`src/rtl/mem_resp_pkg.sv`:
```
// Shared definitions for the MAR/MBR memory responder: default bus geometry
// and the responder FSM encoding, also used by the CPU top.
package mem_resp_pkg;

  localparam int DEF_DW    = 8;
  localparam int DEF_AW    = 8;
  localparam int DEF_DEPTH = 9;

  typedef logic [1:0] state_t;

  localparam state_t ST_IDLE = 2'd0;
  localparam state_t ST_BUSY = 2'd1;
  localparam state_t ST_ACK  = 2'd2;

  // Index width for a DEPTH-entry array, never narrower than one bit.
  function automatic int idx_width(input int depth);
    return (depth > 1) ? $clog2(depth) : 1;
  endfunction

endpackage

```
`src/rtl/mem_responder_if.sv`:
```
// CPU-to-memory bus: 4-phase req/ack access channel plus the side-band preload port.
interface mem_responder_if #(
  parameter int DW = 8,
  parameter int AW = 8
);

  logic          req;
  logic          we;
  logic [AW-1:0] addr;
  logic [DW-1:0] wdata;
  logic          ack;
  logic [DW-1:0] rdata;
  logic          err;
  logic          busy;
  logic          load_en;
  logic [AW-1:0] load_addr;
  logic [DW-1:0] load_data;

  modport master (
    output req, we, addr, wdata, load_en, load_addr, load_data,
    input  ack, rdata, err, busy
  );

  modport slave (
    input  req, we, addr, wdata, load_en, load_addr, load_data,
    output ack, rdata, err, busy
  );

endinterface

```
`src/rtl/mem_array.sv`:
```
// DEPTH x DW word store with a single write port shared by the preload and bus
// paths, and an asynchronous read port. Contents are never reset.
module mem_array #(
  parameter int DW    = 8,
  parameter int DEPTH = 9,
  parameter int IW    = 4
) (
  input  logic          clock,
  input  logic          i_load_en,
  input  logic [IW-1:0] i_load_addr,
  input  logic [DW-1:0] i_load_data,
  input  logic          i_bus_we,
  input  logic [IW-1:0] i_bus_addr,
  input  logic [DW-1:0] i_bus_data,
  input  logic [IW-1:0] i_raddr,
  output logic [DW-1:0] o_rdata
);

  logic [DW-1:0] r_mem [DEPTH];

  logic          w_we;
  logic [IW-1:0] w_waddr;
  logic [DW-1:0] w_wdata;

  // A bus write can only coincide with a load when the responder has no wait
  // states; the bus access is the later one in program order, so it wins.
  assign w_we    = i_bus_we | i_load_en;
  assign w_waddr = i_bus_we ? i_bus_addr : i_load_addr;
  assign w_wdata = i_bus_we ? i_bus_data : i_load_data;

  always_ff @(posedge clock) begin
    if (w_we) begin
      r_mem[w_waddr] <= w_wdata;
    end
  end

  assign o_rdata = r_mem[i_raddr];

endmodule

```
`src/rtl/mem_responder.sv`:
```
// Memory-side responder for the CPU MAR/MBR bus with programmable wait states.
// Define MEM_RANGE_CHECK_EN to report out-of-range accesses on err.
module mem_responder
  import mem_resp_pkg::*;
#(
  parameter int DW          = DEF_DW,
  parameter int AW          = DEF_AW,
  parameter int DEPTH       = DEF_DEPTH,
  parameter int WAIT_STATES = 1
) (
  input  logic          clock,
  input  logic          reset,
  mem_responder_if.slave bus
);

  localparam int          IW      = idx_width(DEPTH);
  localparam logic [AW:0] DEPTH_C = (AW+1)'(DEPTH);
  localparam logic [3:0]  WS_C    = 4'(WAIT_STATES);

  state_t        r_state;
  state_t        w_state_next;
  logic [3:0]    r_cnt;
  logic [3:0]    w_cnt_next;

  logic          r_we;
  logic [AW-1:0] r_addr;
  logic [DW-1:0] r_wdata;
  logic [DW-1:0] r_rdata;

  logic          w_idle;
  logic          w_start;
  logic          w_do_access;
  logic          w_acc_we;
  logic [AW-1:0] w_acc_addr;
  logic [DW-1:0] w_acc_wdata;
  logic          w_acc_inr;
  logic          w_load_ok;
  logic          w_fwd;
  logic          w_bus_mem_we;
  logic [DW-1:0] w_mem_rdata;
  logic [DW-1:0] w_rd_val;

  assign w_idle  = (r_state == ST_IDLE);
  assign w_start = w_idle && bus.req;

  // The access fires on the edge where the counter reaches zero; with no wait
  // states that is the capture edge itself, so the live bus fields are used.
  assign w_do_access = (w_start && (WAIT_STATES == 0)) ||
                       ((r_state == ST_BUSY) && (r_cnt == 4'd1));

  assign w_acc_we    = w_idle ? bus.we    : r_we;
  assign w_acc_addr  = w_idle ? bus.addr  : r_addr;
  assign w_acc_wdata = w_idle ? bus.wdata : r_wdata;
  assign w_acc_inr   = ({1'b0, w_acc_addr} < DEPTH_C);

  assign w_load_ok    = w_idle && bus.load_en && ({1'b0, bus.load_addr} < DEPTH_C);
  assign w_bus_mem_we = w_do_access && w_acc_we && w_acc_inr;

  // Only reachable with zero wait states: a read captured together with a load
  // to the same word must still observe the freshly loaded value.
  assign w_fwd    = w_load_ok && (bus.load_addr == w_acc_addr);
  assign w_rd_val = !w_acc_inr ? '0 : (w_fwd ? bus.load_data : w_mem_rdata);

  mem_array #(
    .DW    (DW),
    .DEPTH (DEPTH),
    .IW    (IW)
  ) u_mem_array (
    .clock       (clock),
    .i_load_en   (w_load_ok),
    .i_load_addr (bus.load_addr[IW-1:0]),
    .i_load_data (bus.load_data),
    .i_bus_we    (w_bus_mem_we),
    .i_bus_addr  (w_acc_addr[IW-1:0]),
    .i_bus_data  (w_acc_wdata),
    .i_raddr     (w_acc_addr[IW-1:0]),
    .o_rdata     (w_mem_rdata)
  );

  always_comb begin
    w_state_next = r_state;
    w_cnt_next   = r_cnt;
    case (r_state)
      ST_IDLE: begin
        if (bus.req) begin
          w_cnt_next   = WS_C;
          w_state_next = (WAIT_STATES == 0) ? ST_ACK : ST_BUSY;
        end
      end
      ST_BUSY: begin
        w_cnt_next = r_cnt - 4'd1;
        if (r_cnt == 4'd1) begin
          w_state_next = ST_ACK;
        end
      end
      ST_ACK: begin
        if (!bus.req) begin
          w_state_next = ST_IDLE;
        end
      end
      default: begin
        w_state_next = ST_IDLE;
        w_cnt_next   = '0;
      end
    endcase
  end

  always_ff @(posedge clock or posedge reset) begin
    if (reset) begin
      r_state <= ST_IDLE;
      r_cnt   <= '0;
      r_we    <= 1'b0;
      r_addr  <= '0;
      r_wdata <= '0;
      r_rdata <= '0;
    end else begin
      r_state <= w_state_next;
      r_cnt   <= w_cnt_next;
      if (w_start) begin
        r_we    <= bus.we;
        r_addr  <= bus.addr;
        r_wdata <= bus.wdata;
      end
      if (w_do_access && !w_acc_we) begin
        r_rdata <= w_rd_val;
      end
    end
  end

`ifdef MEM_RANGE_CHECK_EN
  logic r_err;

  always_ff @(posedge clock or posedge reset) begin
    if (reset) begin
      r_err <= 1'b0;
    end else if (w_do_access) begin
      r_err <= ~w_acc_inr;
    end else if ((r_state == ST_ACK) && !bus.req) begin
      r_err <= 1'b0;
    end
  end

  assign bus.err = r_err;
`else
  assign bus.err = 1'b0;
`endif

  assign bus.ack   = (r_state == ST_ACK);
  assign bus.busy  = (r_state != ST_IDLE);
  assign bus.rdata = r_rdata;

endmodule

```
`src/flat_wrapper.sv`:
```
// flat-port wrapper written by rule: the top's interface ports become plain ports
module mem_responder_flat import mem_resp_pkg::*;
#(
  parameter int DW          = DEF_DW,
  parameter int AW          = DEF_AW,
  parameter int DEPTH       = DEF_DEPTH,
  parameter int WAIT_STATES = 1
)
  (clock, reset, bus_req, bus_we, bus_addr, bus_wdata, bus_load_en, bus_load_addr, bus_load_data, bus_ack, bus_rdata, bus_err, bus_busy);
  mem_responder_if #(.DW(DW), .AW(AW)) bus_i ();
  input  logic clock;
  input  logic reset;
  input wire logic [$bits(bus_i.req)-1:0] bus_req;
  input wire logic [$bits(bus_i.we)-1:0] bus_we;
  input wire logic [$bits(bus_i.addr)-1:0] bus_addr;
  input wire logic [$bits(bus_i.wdata)-1:0] bus_wdata;
  input wire logic [$bits(bus_i.load_en)-1:0] bus_load_en;
  input wire logic [$bits(bus_i.load_addr)-1:0] bus_load_addr;
  input wire logic [$bits(bus_i.load_data)-1:0] bus_load_data;
  output wire logic [$bits(bus_i.ack)-1:0] bus_ack;
  output wire logic [$bits(bus_i.rdata)-1:0] bus_rdata;
  output wire logic [$bits(bus_i.err)-1:0] bus_err;
  output wire logic [$bits(bus_i.busy)-1:0] bus_busy;
  assign bus_i.req = bus_req;
  assign bus_i.we = bus_we;
  assign bus_i.addr = bus_addr;
  assign bus_i.wdata = bus_wdata;
  assign bus_i.load_en = bus_load_en;
  assign bus_i.load_addr = bus_load_addr;
  assign bus_i.load_data = bus_load_data;
  assign bus_ack = bus_i.ack;
  assign bus_rdata = bus_i.rdata;
  assign bus_err = bus_i.err;
  assign bus_busy = bus_i.busy;
  mem_responder #(.DW(DW), .AW(AW), .DEPTH(DEPTH), .WAIT_STATES(WAIT_STATES)) u_core (.clock(clock), .reset(reset), .bus(bus_i));
endmodule
```
`config.mk`:
```
export PLATFORM = sky130hd
export DESIGN_NAME = mem_responder_flat
export DESIGN_NICKNAME = d
export VERILOG_FILES = /design/src/rtl/mem_resp_pkg.sv /design/src/rtl/mem_responder_if.sv /design/src/rtl/mem_array.sv /design/src/rtl/mem_responder.sv /design/src/flat_wrapper.sv
export SDC_FILE = /design/constraint.sdc
export NUM_CORES = 1
export LEC_CHECK = 0
export BUFFER_PORTS_ARGS = -buffer_cell sky130_fd_sc_hd__buf_2
export CELL_PAD_IN_SITES_DETAIL_PLACEMENT = 0
export CELL_PAD_IN_SITES_GLOBAL_PLACEMENT = 1
export CORE_ASPECT_RATIO = 0.75
export CORE_MARGIN = 10
export CORE_UTILIZATION = 52
export DETAILED_ROUTE_END_ITERATION = 10
export HOLD_SLACK_MARGIN = 0.08
export PLACE_DENSITY = 0.95
export RECOVER_POWER = 25
export SYNTH_ARGS = -nofsm -noshare
export SYNTH_HDL_FRONTEND = slang
export SYNTH_SLANG_ARGS = --single-unit
```
`constraint.sdc`:
```
create_clock -name clock -period 5.03 [get_ports clock]
set_input_delay 0 -clock clock [delete_from_list [all_inputs] [get_ports clock]]
set_output_delay 0 -clock clock [all_outputs]
set_load 0.03 [all_outputs]
```
==> impl_results.md <==
- Run status: finished clean
- Skew-Pair Late Insertion Delay: 0.35 ns
- Clock share of power: 21.9%
- CTS Buf Count: 9
- CTS resizes: 0
- Routed wire length per instance: 21.2 um
- Syn Nets: 476
- Multi-input gate area: 2230 um^2
- Worst Hold Class: input pin to asynchronous set/reset pin
- Initial antenna violation count: 0
- Hpwl dp: 9200 um
- Register area: 2940 um^2
- Slew at the pin closest to its max-slew limit: 1.31 ns
- Drc violations: 0
- Worst Slack Setup Final: 1.43 ns
- Pin count of the biggest net entering global routing: 45
- Slew HR: 12.4%
- Fin Setup TNS: 0 ns
- Core Footprint: 9850 um^2
- RR Startpoint: u_core.r_state[0]
- Crit path kind: flip-flop to flip-flop
- Routed WL: 13500 um
- Setup Viol. Count Final: 0
- P&R area growth vs syn: 15.5%
- RSZ-0062 raised after global routing: no
- Detailed-router iteration count before antenna repair: 5
- Sw Ratio: 38.7%
- Post-synthesis sequential area ratio: 54.9%
- Initial Utilization: 54.4%
- Slowest-stage cell, CP: a21oi_1
- Clock Sinks: 103
- Number of port buffers: 46
- Fin Clk Skew: 0.0109 ns
- WP data required: 5.01 ns
- Max frequency: 0.278 GHz
- Post-route ant nets: 0
- Num rows: 31
- Fill cell count: 765
- Internal: 0.00190 W
- Drt via density: 6.28
- Tmin final: 3.60 ns
- Cell count after synthesis: 437
- Register-to-Register Setup Slack: 1.43 ns
- Fin nets: 541
- Power Density: 501 nW/um^2
- Max FO, Critical Path: 44
- Sequential fraction of design power: 36.5%
- Seq cells post-synth: 103
- Fraction of layout cells with a size suffix above 1: 18.1%
- Ys Warns: 0
- FF-to-FF path depth: 6
- Clock buffer depth: 2
- First-pass GRT wire length: 21000 um
- Leakage Power: 2.42 nW
- Routability cong.: 0.857
- Slew Viols, Final: 0
- Synth unique cells: 53
- Vias in the first global route: 3870
- Via count: 4011
- Gr usage total: 18.5%
- Post-synthesis average cell area: 12.3 um^2
- Setup Fix Bufs, Post-CTS: 0
- Max IR drop VDD: 297 uV
- DIE WIDTH: 137 um
- Power, Total: 0.00310 W
- Clk slew on worst S/H paths: 0.07 ns
- N_diodes: 0
- CP arrival: 3.58 ns
- Die area: 14800 um^2
- Synthesized area: 5360 um^2
- GRT overflow: 0
- Buf+Inv Stages, Crit Path: 2
- Psw: 0.00120 W
- IO Pins: 48
- R2r endpoint: u_core.u_mem_array.r_mem[7][6]
- Worst setup SP type: flip-flop
- Pre-CTS setup slack: 1.45 ns
- Crit end category: flip-flop
- Final critical-path share of the clock period: 71.5%
- Initial DRC Count: 398
- Number of H-tree levels: 3
- CTS tree: done
- CTS root buffer: clkbuf_16
- Cell Chain, Critical Path: nor2_8 -> inv_2 -> buf_4 -> mux2i_1 -> o311ai_0 -> a21oi_1
- Die H: 108 um
- Critical path's top delay family: compound AO/OA/AOI/OAI gates
- Max-cap violations: 0
- CP max stage delay: 0.75 ns
- Comb power frac: 41.6%
- Fin. Hold Viols: 0
- Number of hold buffers added after cts: 20
[flip-flops by register name (all words and copies together) (netlist names)]
signal / flops
u_core.u_mem_array.r_mem: 72
u_core.r_we: 1
u_core.r_wdata: 8
u_core.bus.rdata: 8
u_core.r_cnt: 4
u_core.r_state: 2
u_core.r_addr: 8
[cells in the final DEF, fill, tap and decap left out, types with 3 or more instances in the layout]
master	netlist	layout
o32ai_1	14	14
or3_1	3	3
xnor2_1	7	7
a21oi_1	11	11
o21a_1	3	3
nand2_1	34	34
mux2_2	17	17
nand4_1	6	6
buf_2	15	37
dfrtp_1	31	31
mux2i_1	73	73
nor2_1	38	38
clkbuf_1	7	13
dlygate4sd3_1	0	20
o21ai_0	8	8
nor4b_1	3	3
edfxtp_1	72	72
o31ai_1	9	9
a22o_1	7	7
clkbuf_16	0	9
inv_1	7	7
nor3b_1	6	6
or2_1	3	3
nor3_1	3	3
a31oi_1	20	20
buf_4	2	15
[power groups by stage]
| stage | combinational [W] | sequential, W | clock (W) |
|---|---|---|---|
| floorplan | 0.000981 | 0.00115 | 0 |
| global placement | 0.00124 | 0.00114 | 0 |
| detailed placement | 0.00127 | 0.00115 | 0 |
| CTS | 0.00128 | 0.00113 | 0.000687 |
| global route | 0.00140 | 0.00115 | 0.000723 |
| finish | 0.00129 | 0.00113 | 0.000679 |
[synthesized netlist by cell type (all sizes together)]
master / instances / area share [%]
a211oi: 2 / 0.28
or3: 4 / 0.56
o32ai: 14 / 2.3
or2: 3 / 0.35
a311o: 1 / 0.19
a32oi: 1 / 0.16
ha: 2 / 0.47
inv: 8 / 0.56
nand4b: 1 / 0.16
a21oi: 11 / 1.0
nand3b: 2 / 0.28
xnor2: 7 / 1.1
nor4bb: 1 / 0.19
or3b: 1 / 0.16
nor4: 1 / 0.12
a41oi: 2 / 0.33
edfxtp: 72 / 40
buf: 21 / 2.4
o311ai: 2 / 0.33
o31ai: 9 / 1.3
clkbuf: 7 / 0.49
mux4: 1 / 0.42
nand3: 2 / 0.19
nor2: 39 / 3.0
a221o: 1 / 0.19
o2111ai: 1 / 0.16
o21ai: 9 / 0.84
nand4: 6 / 0.70
mux2i: 73 / 14
nor3b: 6 / 0.84
a41o: 1 / 0.19
nor4b: 3 / 0.49
conb: 1 / 0.070
dfrtp: 31 / 14
a22o: 7 / 1.1
nor3: 6 / 0.96
and2: 1 / 0.12
o21a: 3 / 0.42
mux2: 18 / 3.9
a31oi: 21 / 2.6
nand2: 34 / 2.4
a222oi: 1 / 0.19
[routing by layer]
| layer | vias up | GRT usage [%] | routed length, um | share of wire, % |
|---|---|---|---|---|
| li1 | 1809 | - | - | - |
| met1 | 1991 | 25.6 | 6150 | 45 |
| met2 | 195 | 26.9 | 5930 | 44 |
| met3 | 16 | 6.62 | 1290 | 9.5 |
| met4 | 0 | 4.58 | 158 | 1.2 |
| met5 | - | 0 | 0 | 0 |
[kinds of logic (layout without fill, tap and decap cells)]
| logic type | after synthesis | after routing | share of synthesized area (%) |
|---|---|---|---|
| muxes | 92 | 92 | 17.9 |
| and+or+nand+nor | 110 | 110 | 10.5 |
| xor gates and xnor gates | 7 | 7 | 1.14 |
| buffers and inverters | 36 | 106 | 3.43 |
| other | 1 | 1 | 0.0700 |
| AOI/OAI and AO/OA | 86 | 86 | 11.6 |
| DFF | 103 | 103 | 54.9 |
| adders and majority gates | 2 | 2 | 0.467 |
[worst max-delay path by stage]
stage | start | endpoint | depth (start not counted)
floorplan | u_core.r_state[1] | u_core.u_mem_array.r_mem[0][0] | 8
global placement | u_core.r_state[0] | u_core.u_mem_array.r_mem[7][3] | 6
detailed placement | u_core.r_state[0] | u_core.u_mem_array.r_mem[7][6] | 6
CTS | u_core.r_state[0] | u_core.u_mem_array.r_mem[7][6] | 6
global route | u_core.r_state[0] | u_core.u_mem_array.r_mem[7][0] | 6
finish | u_core.r_state[0] | u_core.u_mem_array.r_mem[7][6] | 6
[final cells by class]
cell class | count | area share (%)
inverters | 8 | 0.485
clock buffers | 12 | 3.82
flip-flops and latches | 103 | 47.5
clock inverters | 4 | 0.789
well taps | 132 | 2.67
repair buffers | 82 | 8.66
multi-input cells | 298 | 36.1
[worst reg2reg max path, stage by stage (launching register included)]
cell	delay, ns
dfrtp_1	0.74
nor2_8	0.22
inv_2	0.12
buf_4	0.51
mux2i_1	0.60
o311ai_0	0.29
a21oi_1	0.75
[metrics by stage]
stage / area [um^2] / utilization, % / instances / hold slack [ns]
after global routing: 6190 / 62.8 / 639 / 0.213
final: 6190 / 62.8 / 639 / 0.176
after detailed placement: 5720 / 58.0 / 603 / -0.00102
after floorplan: 5360 / - / 437 / 0.104
after CTS: 6200 / 63.0 / 639 / 0.182
after global placement: 5720 / 58.0 / 603 / -0.0177
(Power assumes the default switching activity.)
